==> src/rtl/ascon_ctrl.sv <==
// ascon_ctrl: sequences the Ascon core phase enables for AEAD and hash jobs.
// Define ASCON_CTRL_HASH_EN to accept op=10 hash jobs with a squeeze phase.
module ascon_ctrl #(
    parameter int         FINAL_HOLD    = 2,
    parameter int         HASH_SQUEEZES = 4,
    parameter logic [1:0] SEL_AEAD      = 2'b00,
    parameter logic [1:0] SEL_HASH      = 2'b10
) (
    input  logic         clk,
    input  logic         rst,
    input  logic         start,
    input  logic [1:0]   op,
    input  logic [31:0]  ad_len,
    input  logic [31:0]  txt_len,
    input  logic [127:0] tag_exp,
    input  logic         in_valid,
    output logic         in_ready,
    input  logic [127:0] in_data,
    output logic         out_valid,
    input  logic         out_ready,
    output logic [127:0] out_data,
    output logic         out_last,
    output logic         busy,
    output logic         done,
    output logic [127:0] tag,
    output logic         auth_ok,
    output logic [1:0]   core_sel_type,
    output logic         core_mode_sel,
    output logic [31:0]  core_data_length,
    output logic [31:0]  core_data_position,
    output logic [127:0] core_data_in,
    output logic         core_en_init,
    output logic         core_en_ae_am,
    output logic         core_en_enc_dec,
    output logic         core_en_hash,
    output logic         core_en_final,
    input  logic [127:0] core_data_out,
    input  logic [127:0] core_tag
);
    typedef enum logic [3:0] {
        S_IDLE, S_INIT, S_AD_WAIT, S_AD_RUN0, S_AD_RUN1,
        S_TXT_WAIT, S_TXT_RUN0, S_TXT_RUN1, S_OUT_HOLD, S_FINAL,
`ifdef ASCON_CTRL_HASH_EN
        S_SQZ0, S_SQZ1,
`endif
        S_DONE
    } state_t;

    localparam logic [7:0] FIN_LAST = 8'(FINAL_HOLD - 1);

    state_t         state_q, state_d;
    logic           dec_q, dec_d;
    logic [31:0]    ad_len_q, ad_len_d;
    logic [31:0]    txt_len_q, txt_len_d;
    logic [127:0]   tag_exp_q, tag_exp_d;
    logic [27:0]    blk_q, blk_d;
    logic [7:0]     fin_cnt_q, fin_cnt_d;
    logic [127:0]   din_q, din_d;
    logic [31:0]    dlen_q, dlen_d;
    logic [31:0]    dpos_q, dpos_d;
    logic [127:0]   out_data_q, out_data_d;
    logic           last_q, last_d;
    logic [127:0]   tag_q, tag_d;
    logic           auth_ok_q, auth_ok_d;

    logic           hash_job;
    logic           op_legal;
    logic [31:0]    ad_phase_len;
    logic [32:0]    pos_next;
    logic           ad_last;
    logic           txt_last;

`ifdef ASCON_CTRL_HASH_EN
    localparam logic [7:0] SQZ_LAST = 8'(HASH_SQUEEZES - 1);
    logic           hash_q, hash_d;
    logic           sqz_ph_q, sqz_ph_d;
    logic [7:0]     sqz_cnt_q, sqz_cnt_d;
    assign hash_job     = hash_q;
    assign op_legal     = (op != 2'b11);
    assign core_en_hash = (state_q == S_SQZ0) || (state_q == S_SQZ1);
`else
    assign hash_job     = 1'b0;
    assign op_legal     = !op[1];
    assign core_en_hash = 1'b0;
`endif

    // Hash messages ride the AD path, so their length is the message length.
    assign ad_phase_len = hash_job ? txt_len_q : ad_len_q;
    assign pos_next     = {1'b0, blk_q, 4'h0} + 33'd16;
    assign ad_last      = pos_next >= {1'b0, ad_phase_len};
    assign txt_last     = pos_next >= {1'b0, txt_len_q};

    assign busy      = (state_q != S_IDLE);
    assign done      = (state_q == S_DONE);
    assign in_ready  = (state_q == S_AD_WAIT) || (state_q == S_TXT_WAIT);
    assign out_valid = (state_q == S_OUT_HOLD);
    assign out_last  = out_valid && last_q;
    assign out_data  = out_data_q;
    assign tag       = tag_q;
    assign auth_ok   = auth_ok_q;

    assign core_en_init    = (state_q == S_INIT);
    assign core_en_ae_am   = (state_q == S_AD_RUN0) || (state_q == S_AD_RUN1);
    assign core_en_enc_dec = (state_q == S_TXT_RUN0) || (state_q == S_TXT_RUN1);
    assign core_en_final   = (state_q == S_FINAL);

    assign core_sel_type      = hash_job ? SEL_HASH : SEL_AEAD;
    assign core_mode_sel      = dec_q;
    assign core_data_in       = din_q;
    assign core_data_length   = dlen_q;
    assign core_data_position = dpos_q;

    always_comb begin
        state_d    = state_q;
        dec_d      = dec_q;
        ad_len_d   = ad_len_q;
        txt_len_d  = txt_len_q;
        tag_exp_d  = tag_exp_q;
        blk_d      = blk_q;
        fin_cnt_d  = fin_cnt_q;
        din_d      = din_q;
        dlen_d     = dlen_q;
        dpos_d     = dpos_q;
        out_data_d = out_data_q;
        last_d     = last_q;
        tag_d      = tag_q;
        auth_ok_d  = auth_ok_q;
`ifdef ASCON_CTRL_HASH_EN
        hash_d     = hash_q;
        sqz_ph_d   = sqz_ph_q;
        sqz_cnt_d  = sqz_cnt_q;
`endif
        unique case (state_q)
            S_IDLE: begin
                if (start && op_legal) begin
                    state_d   = S_INIT;
                    dec_d     = (op == 2'b01);
                    ad_len_d  = ad_len;
                    txt_len_d = txt_len;
                    tag_exp_d = tag_exp;
                    tag_d     = '0;
                    auth_ok_d = 1'b0;
`ifdef ASCON_CTRL_HASH_EN
                    hash_d    = (op == 2'b10);
                    sqz_ph_d  = 1'b0;
`endif
                end
            end
            S_INIT: begin
                blk_d   = '0;
                state_d = (hash_job || ad_len_q != '0) ? S_AD_WAIT : S_TXT_WAIT;
            end
            S_AD_WAIT: begin
                if (in_valid) begin
                    din_d   = in_data;
                    dlen_d  = ad_phase_len;
                    dpos_d  = {blk_q, 4'h0};
                    state_d = S_AD_RUN0;
                end
            end
            S_AD_RUN0: state_d = S_AD_RUN1;
            S_AD_RUN1: begin
                blk_d   = blk_q + 28'd1;
                state_d = S_AD_WAIT;
                if (ad_last) begin
                    blk_d   = '0;
                    state_d = S_TXT_WAIT;
`ifdef ASCON_CTRL_HASH_EN
                    if (hash_q) begin
                        sqz_cnt_d = '0;
                        sqz_ph_d  = 1'b1;
                        state_d   = S_SQZ0;
                    end
`endif
                end
            end
            S_TXT_WAIT: begin
                if (in_valid) begin
                    din_d   = in_data;
                    dlen_d  = txt_len_q;
                    dpos_d  = {blk_q, 4'h0};
                    state_d = S_TXT_RUN0;
                end
            end
            S_TXT_RUN0: state_d = S_TXT_RUN1;
            S_TXT_RUN1: begin
                out_data_d = core_data_out;
                last_d     = txt_last;
                state_d    = S_OUT_HOLD;
            end
            S_OUT_HOLD: begin
                if (out_ready) begin
                    if (last_q) begin
                        fin_cnt_d = '0;
                        state_d   = S_FINAL;
                    end else begin
                        blk_d   = blk_q + 28'd1;
                        state_d = S_TXT_WAIT;
                    end
`ifdef ASCON_CTRL_HASH_EN
                    if (sqz_ph_q) begin
                        sqz_cnt_d = sqz_cnt_q + 8'd1;
                        state_d   = last_q ? S_DONE : S_SQZ0;
                    end
`endif
                end
            end
            S_FINAL: begin
                fin_cnt_d = fin_cnt_q + 8'd1;
                if (fin_cnt_q == FIN_LAST) begin
                    tag_d     = core_tag;
                    auth_ok_d = dec_q ? (core_tag == tag_exp_q) : 1'b1;
                    state_d   = S_DONE;
                end
            end
`ifdef ASCON_CTRL_HASH_EN
            S_SQZ0: state_d = S_SQZ1;
            S_SQZ1: begin
                out_data_d = {64'h0, core_data_out[63:0]};
                last_d     = (sqz_cnt_q == SQZ_LAST);
                state_d    = S_OUT_HOLD;
            end
`endif
            S_DONE: state_d = S_IDLE;
            default: state_d = S_IDLE;
        endcase
    end

    always_ff @(posedge clk) begin
        if (rst) begin
            state_q    <= S_IDLE;
            dec_q      <= 1'b0;
            ad_len_q   <= '0;
            txt_len_q  <= '0;
            tag_exp_q  <= '0;
            blk_q      <= '0;
            fin_cnt_q  <= '0;
            din_q      <= '0;
            dlen_q     <= '0;
            dpos_q     <= '0;
            out_data_q <= '0;
            last_q     <= 1'b0;
            tag_q      <= '0;
            auth_ok_q  <= 1'b0;
`ifdef ASCON_CTRL_HASH_EN
            hash_q     <= 1'b0;
            sqz_ph_q   <= 1'b0;
            sqz_cnt_q  <= '0;
`endif
        end else begin
            state_q    <= state_d;
            dec_q      <= dec_d;
            ad_len_q   <= ad_len_d;
            txt_len_q  <= txt_len_d;
            tag_exp_q  <= tag_exp_d;
            blk_q      <= blk_d;
            fin_cnt_q  <= fin_cnt_d;
            din_q      <= din_d;
            dlen_q     <= dlen_d;
            dpos_q     <= dpos_d;
            out_data_q <= out_data_d;
            last_q     <= last_d;
            tag_q      <= tag_d;
            auth_ok_q  <= auth_ok_d;
`ifdef ASCON_CTRL_HASH_EN
            hash_q     <= hash_d;
            sqz_ph_q   <= sqz_ph_d;
            sqz_cnt_q  <= sqz_cnt_d;
`endif
        end
    end
endmodule

==> config.mk <==
export PLATFORM = sky130hd
export DESIGN_NAME = ascon_ctrl
export DESIGN_NICKNAME = d
export VERILOG_FILES = /design/src/rtl/ascon_ctrl.sv
export SDC_FILE = /design/constraint.sdc
export NUM_CORES = 2
export LEC_CHECK = 0
export CAP_MARGIN = 20
export CORE_AREA = 3 3 406 408
export DETAILED_ROUTE_END_ITERATION = 10
export DIE_AREA = 0 0 409 411
export GPL_TIMING_DRIVEN = 0
export SYNTH_ARGS = -nofsm -noshare
export SYNTH_HDL_FRONTEND = slang
export SYNTH_SLANG_ARGS = --single-unit
==> constraint.sdc <==
create_clock -name clk -period 4.1 [get_ports clk]
set_input_delay 0.82 -clock clk [delete_from_list [all_inputs] [get_ports clk]]
set_output_delay 0.82 -clock clk [all_outputs]
set_load 0.05 [all_outputs]
==> flow_summary_export.csv <==
group,metric,value,unit
outcome,outcome,"finished clean",
timing,max_freq,0.2533,GHz
routing,drtPass1Iterations,5,
clocking,cts.htree.levels,3,
clocking,cts_sinks,679,
clocking,cts-root-buf,"clkbuf_16",
layout,layout-drive-gt1-share,4.047,%
yosys,synth_mux_area_share,0.2273,%
routing,drc,0,
routing,drt-initial-drc-count,2714,
layout,multiInputGateArea,0.01274,sq mm
power_and_ir_drop,p_leak,14.78,nW
grt,grt_antenna_before_repair,83,
yosys,synthAdderAreaFrac,2.682,%
setup_path,critPathKind,"flop to flop",
place,dp_hpwl,157.5,mm
setup_path,worst_ep_required_time,4710,ps
layout,fillers,17720,
timing,fin_ws,152.8,ps
yosys,synth_top_family_by_area,"simple AND/OR/NAND/NOR gates",
grt,grt_pass1_wl,241.7,mm
yosys,synthDistinctLibCells,57,
yosys,async_flop_share,0,%
layout,fin_util,27.01,%
layout,syn_to_final_growth,59.00,%
clocking,clk_path_buf_depth,3,
yosys,syn_inst,3538,
yosys,synth-xor-area-share,4.964,%
routing,wl,184.6,mm
run,cap_violations,0,
hold_path,worstHoldPathType,"flop to flop",
routing,drt-vias-per-instance,4.391,
setup_path,crit_chain,"ha_1 -> and4_4 -> nand2_1 -> xnor2_1 -> ha_1 -> a21oi_1 -> nor2_1 -> a2111oi_0 -> o21ai_2 -> nor4bb_4 -> buf_6 -> clkbuf_4 -> o21ai_1 -> nand2_1",
grt,grt_util_all_layers,20.83,%
layout,final_cell_area,0.04376,sq mm
layout,fin_cells,6941,
timing,tightest_slew,1189,ps
yosys,ys.warnings.count,0,
setup_path,end_kind,"flop",
floorplanning,start_util,16.99,%
yosys,synth_edf_count,0,
routing,vias,30475,
yosys,synthFlopType,"dfxtp_1",
timing,hold_viol,0,
timing,final_max_slew_viol_count,0,
grt,grt.overflow.total,0,
floorplanning,dieArea,0.1681,sq mm
setup_path,start_kind,"flop",
power_and_ir_drop,power.density,400.4,mW/mm^2
power_and_ir_drop,ir_drop,0.0002696,V
yosys,yosys.area_share.simple,23.63,%
timing,setup_violations,0,
routing,routedWlPerCell,26.60,microns
floorplanning,fp-row-count,148,
grt,grt_pass1_vias,28518,
timing,fin_skew,29.27,ps
yosys,syn-cell-area,0.02753,sq mm
yosys,postSynthAreaPerCell,7.780,sq um
clocking,numCtsBuffers,85,
power_and_ir_drop,finalPower,17.52,mW
grt,grt_max_degree,14,
yosys,seq_area_frac_synth,49.38,%
timing,rsz0062_at_grt,"no",
timing,relSlewSlack,20.72,%
setup_path,worstPathArrival,4560,ps
layout,nets,5317,
clocking,clk_pin_slew,60,ps
place,gp_congestion,0.9987,
setup_path,cpMaxStageDelayCell,"a2111oi_0",
layout,seq_area,0.01359,sq mm
floorplanning,ios,1045,
yosys,synth_compound_area_share,14.36,%
clocking,clk_latency,690,ps
place,placedInstanceArea,0.04072,sq mm
setup_path,cp_num_buf_inv,2,
clocking,cts_tree,"built",
place,io_buffers,1036,
timing,fin_crit_sh,96.27,%
place,dpl_worst_slack,-489.2,ps
routing,ant_nets,0,
setup_path,critical-path-max-stage-delay,550,ps
clocking,cts_hold_buf,0,
setup_path,critPathTopFamily,"compound AO/OA/AOI/OAI gates",
setup_path,cp_max_fo,10,
floorplanning,fp.coreArea,0.1620,sq mm
timing,period_needed,3947,ps
floorplanning,fp.dieH,411,microns
place,dp.cells,6761,
floorplanning,fp.dieW,409,microns
yosys,ys_seq_elements,679,
state kept, by name, indices dropped and copies added, names as in the netlist:
name,cells
ad_len_q,32
auth_ok,1
blk_q,28
core_data_in,128
core_data_length,32
core_data_position,28
core_mode_sel,1
fin_cnt_q,8
last_q,1
out_data,128
state_q,4
tag,128
tag_exp_q,128
txt_len_q,32
placed cells by master, fill, tap and decap left out, types with 20 or more instances in the layout:
master,netlist,final
nand2_1,1147,1147
clkdlybuf4s50_1,0,1032
dfxtp_1,679,678
a21oi_1,635,635
clkbuf_1,231,245
nand3_1,147,147
nor2_1,96,93
clkbuf_16,0,85
xor2_1,87,84
inv_1,70,70
xnor2_1,69,67
ha_1,59,59
nand4_1,41,41
a211oi_1,41,41
nor3_1,35,35
nor4_1,32,32
diode_2,0,22
clkbuf_8,0,20
area by class of cell:
type / instances / area share [%]
Timing Repair Buffer: 1044 / 23.91
Tap cell: 2175 / 6.218
Clock inverter: 35 / 0.9549
Inverter: 71 / 0.6090
Clock buffer: 121 / 5.626
Multi-Input combinational cell: 2533 / 29.10
Antenna cell: 22 / 0.1258
Buffer: 261 / 2.393
Sequential cell: 679 / 31.06
metrics by stage:
| stage | hold slack, ps | setup TNS, ps |
|---|---|---|
| finish | 452.2 | 0 |
| global route | 469.5 | 0 |
| CTS | 453.5 | -14.88 |
| detailed placement | 445.9 | -9908 |
| global placement | 441.6 | -10240 |
| floorplan | 436.3 | 0 |
cell usage after synthesis, drive strengths merged, types with 7 or more instances:
cell type | number | area (sq um)
nand4 | 41 | 256.5
buf | 30 | 168.9
nand2 | 1147 | 4305
nor2 | 96 | 360.4
nand3 | 148 | 753.2
a21o | 13 | 97.59
or2 | 8 | 52.55
inv | 71 | 266.5
nor4 | 32 | 200.2
xnor2 | 69 | 604.3
a21oi | 635 | 3178
and2 | 7 | 43.79
clkbuf | 231 | 867.1
a211oi | 41 | 307.8
dfxtp | 679 | 13590
ha | 59 | 738.2
o21ai | 24 | 120.1
xor2 | 87 | 762.0
and3 | 10 | 62.56
nor3 | 35 | 175.2
and4 | 8 | 71.32
report_power, final:
group | internal [mW] | switching, mW | total (mW)
combinational | 1.02 | 1.65 | 2.66
clock | 4.50 | 3.31 | 7.81
sequential | 6.82 | 0.234 | 7.05
per-layer routing:
| layer | global-route usage, % | vias to the layer above | share of wire, % | wire length, microns |
|---|---|---|---|---|
| met5 | 0 | - | 0.15 | 283 |
| met2 | 34.51 | 1350 | 47 | 86270 |
| met4 | 6.849 | 44 | 3.5 | 6498 |
| li1 | - | 14063 | - | - |
| met1 | 24.69 | 14713 | 39 | 72470 |
| met3 | 7.905 | 305 | 10 | 19110 |
path summary, 6_finish.rpt:
kind,startpoint,slack (ps),cells after the start,end
worst max-delay path,blk_q[1],150,14,blk_q[13]
worst min-delay path,out_data[4],450,2,out_data[4]
worst max register to register,blk_q[1],150,14,blk_q[13]
worst min register to register,out_data[4],450,2,out_data[4]
cells by family (layout without fill, tap and decap cells):
group,Yosys count,after routing
compound gates,744,744
xor+xnor,156,156
fa+ha+maj,59,59
buf+inv,332,1532
flops,679,679
mux,6,6
other cells,1,29
simple gates,1561,1561
worst min-delay path: stages (launching register included):
cell     delay (ps)
dfxtp_1         300
nand2_1          50
a21oi_1          50
what timing repair did:
| action | 4_1_cts | 5_1_grt |
|---|---|---|
| resized for setup | 15 | 10 |
| hold endpoints to repair | 0 | 0 |
| endpoints found under the setup margin | 36 | 21 |
| cloned | 0 | 0 |
| pin swaps | 0 | 2 |
| buffers inserted | 0 | 2 |
Note: power is estimated with default switching activity, not from simulation.
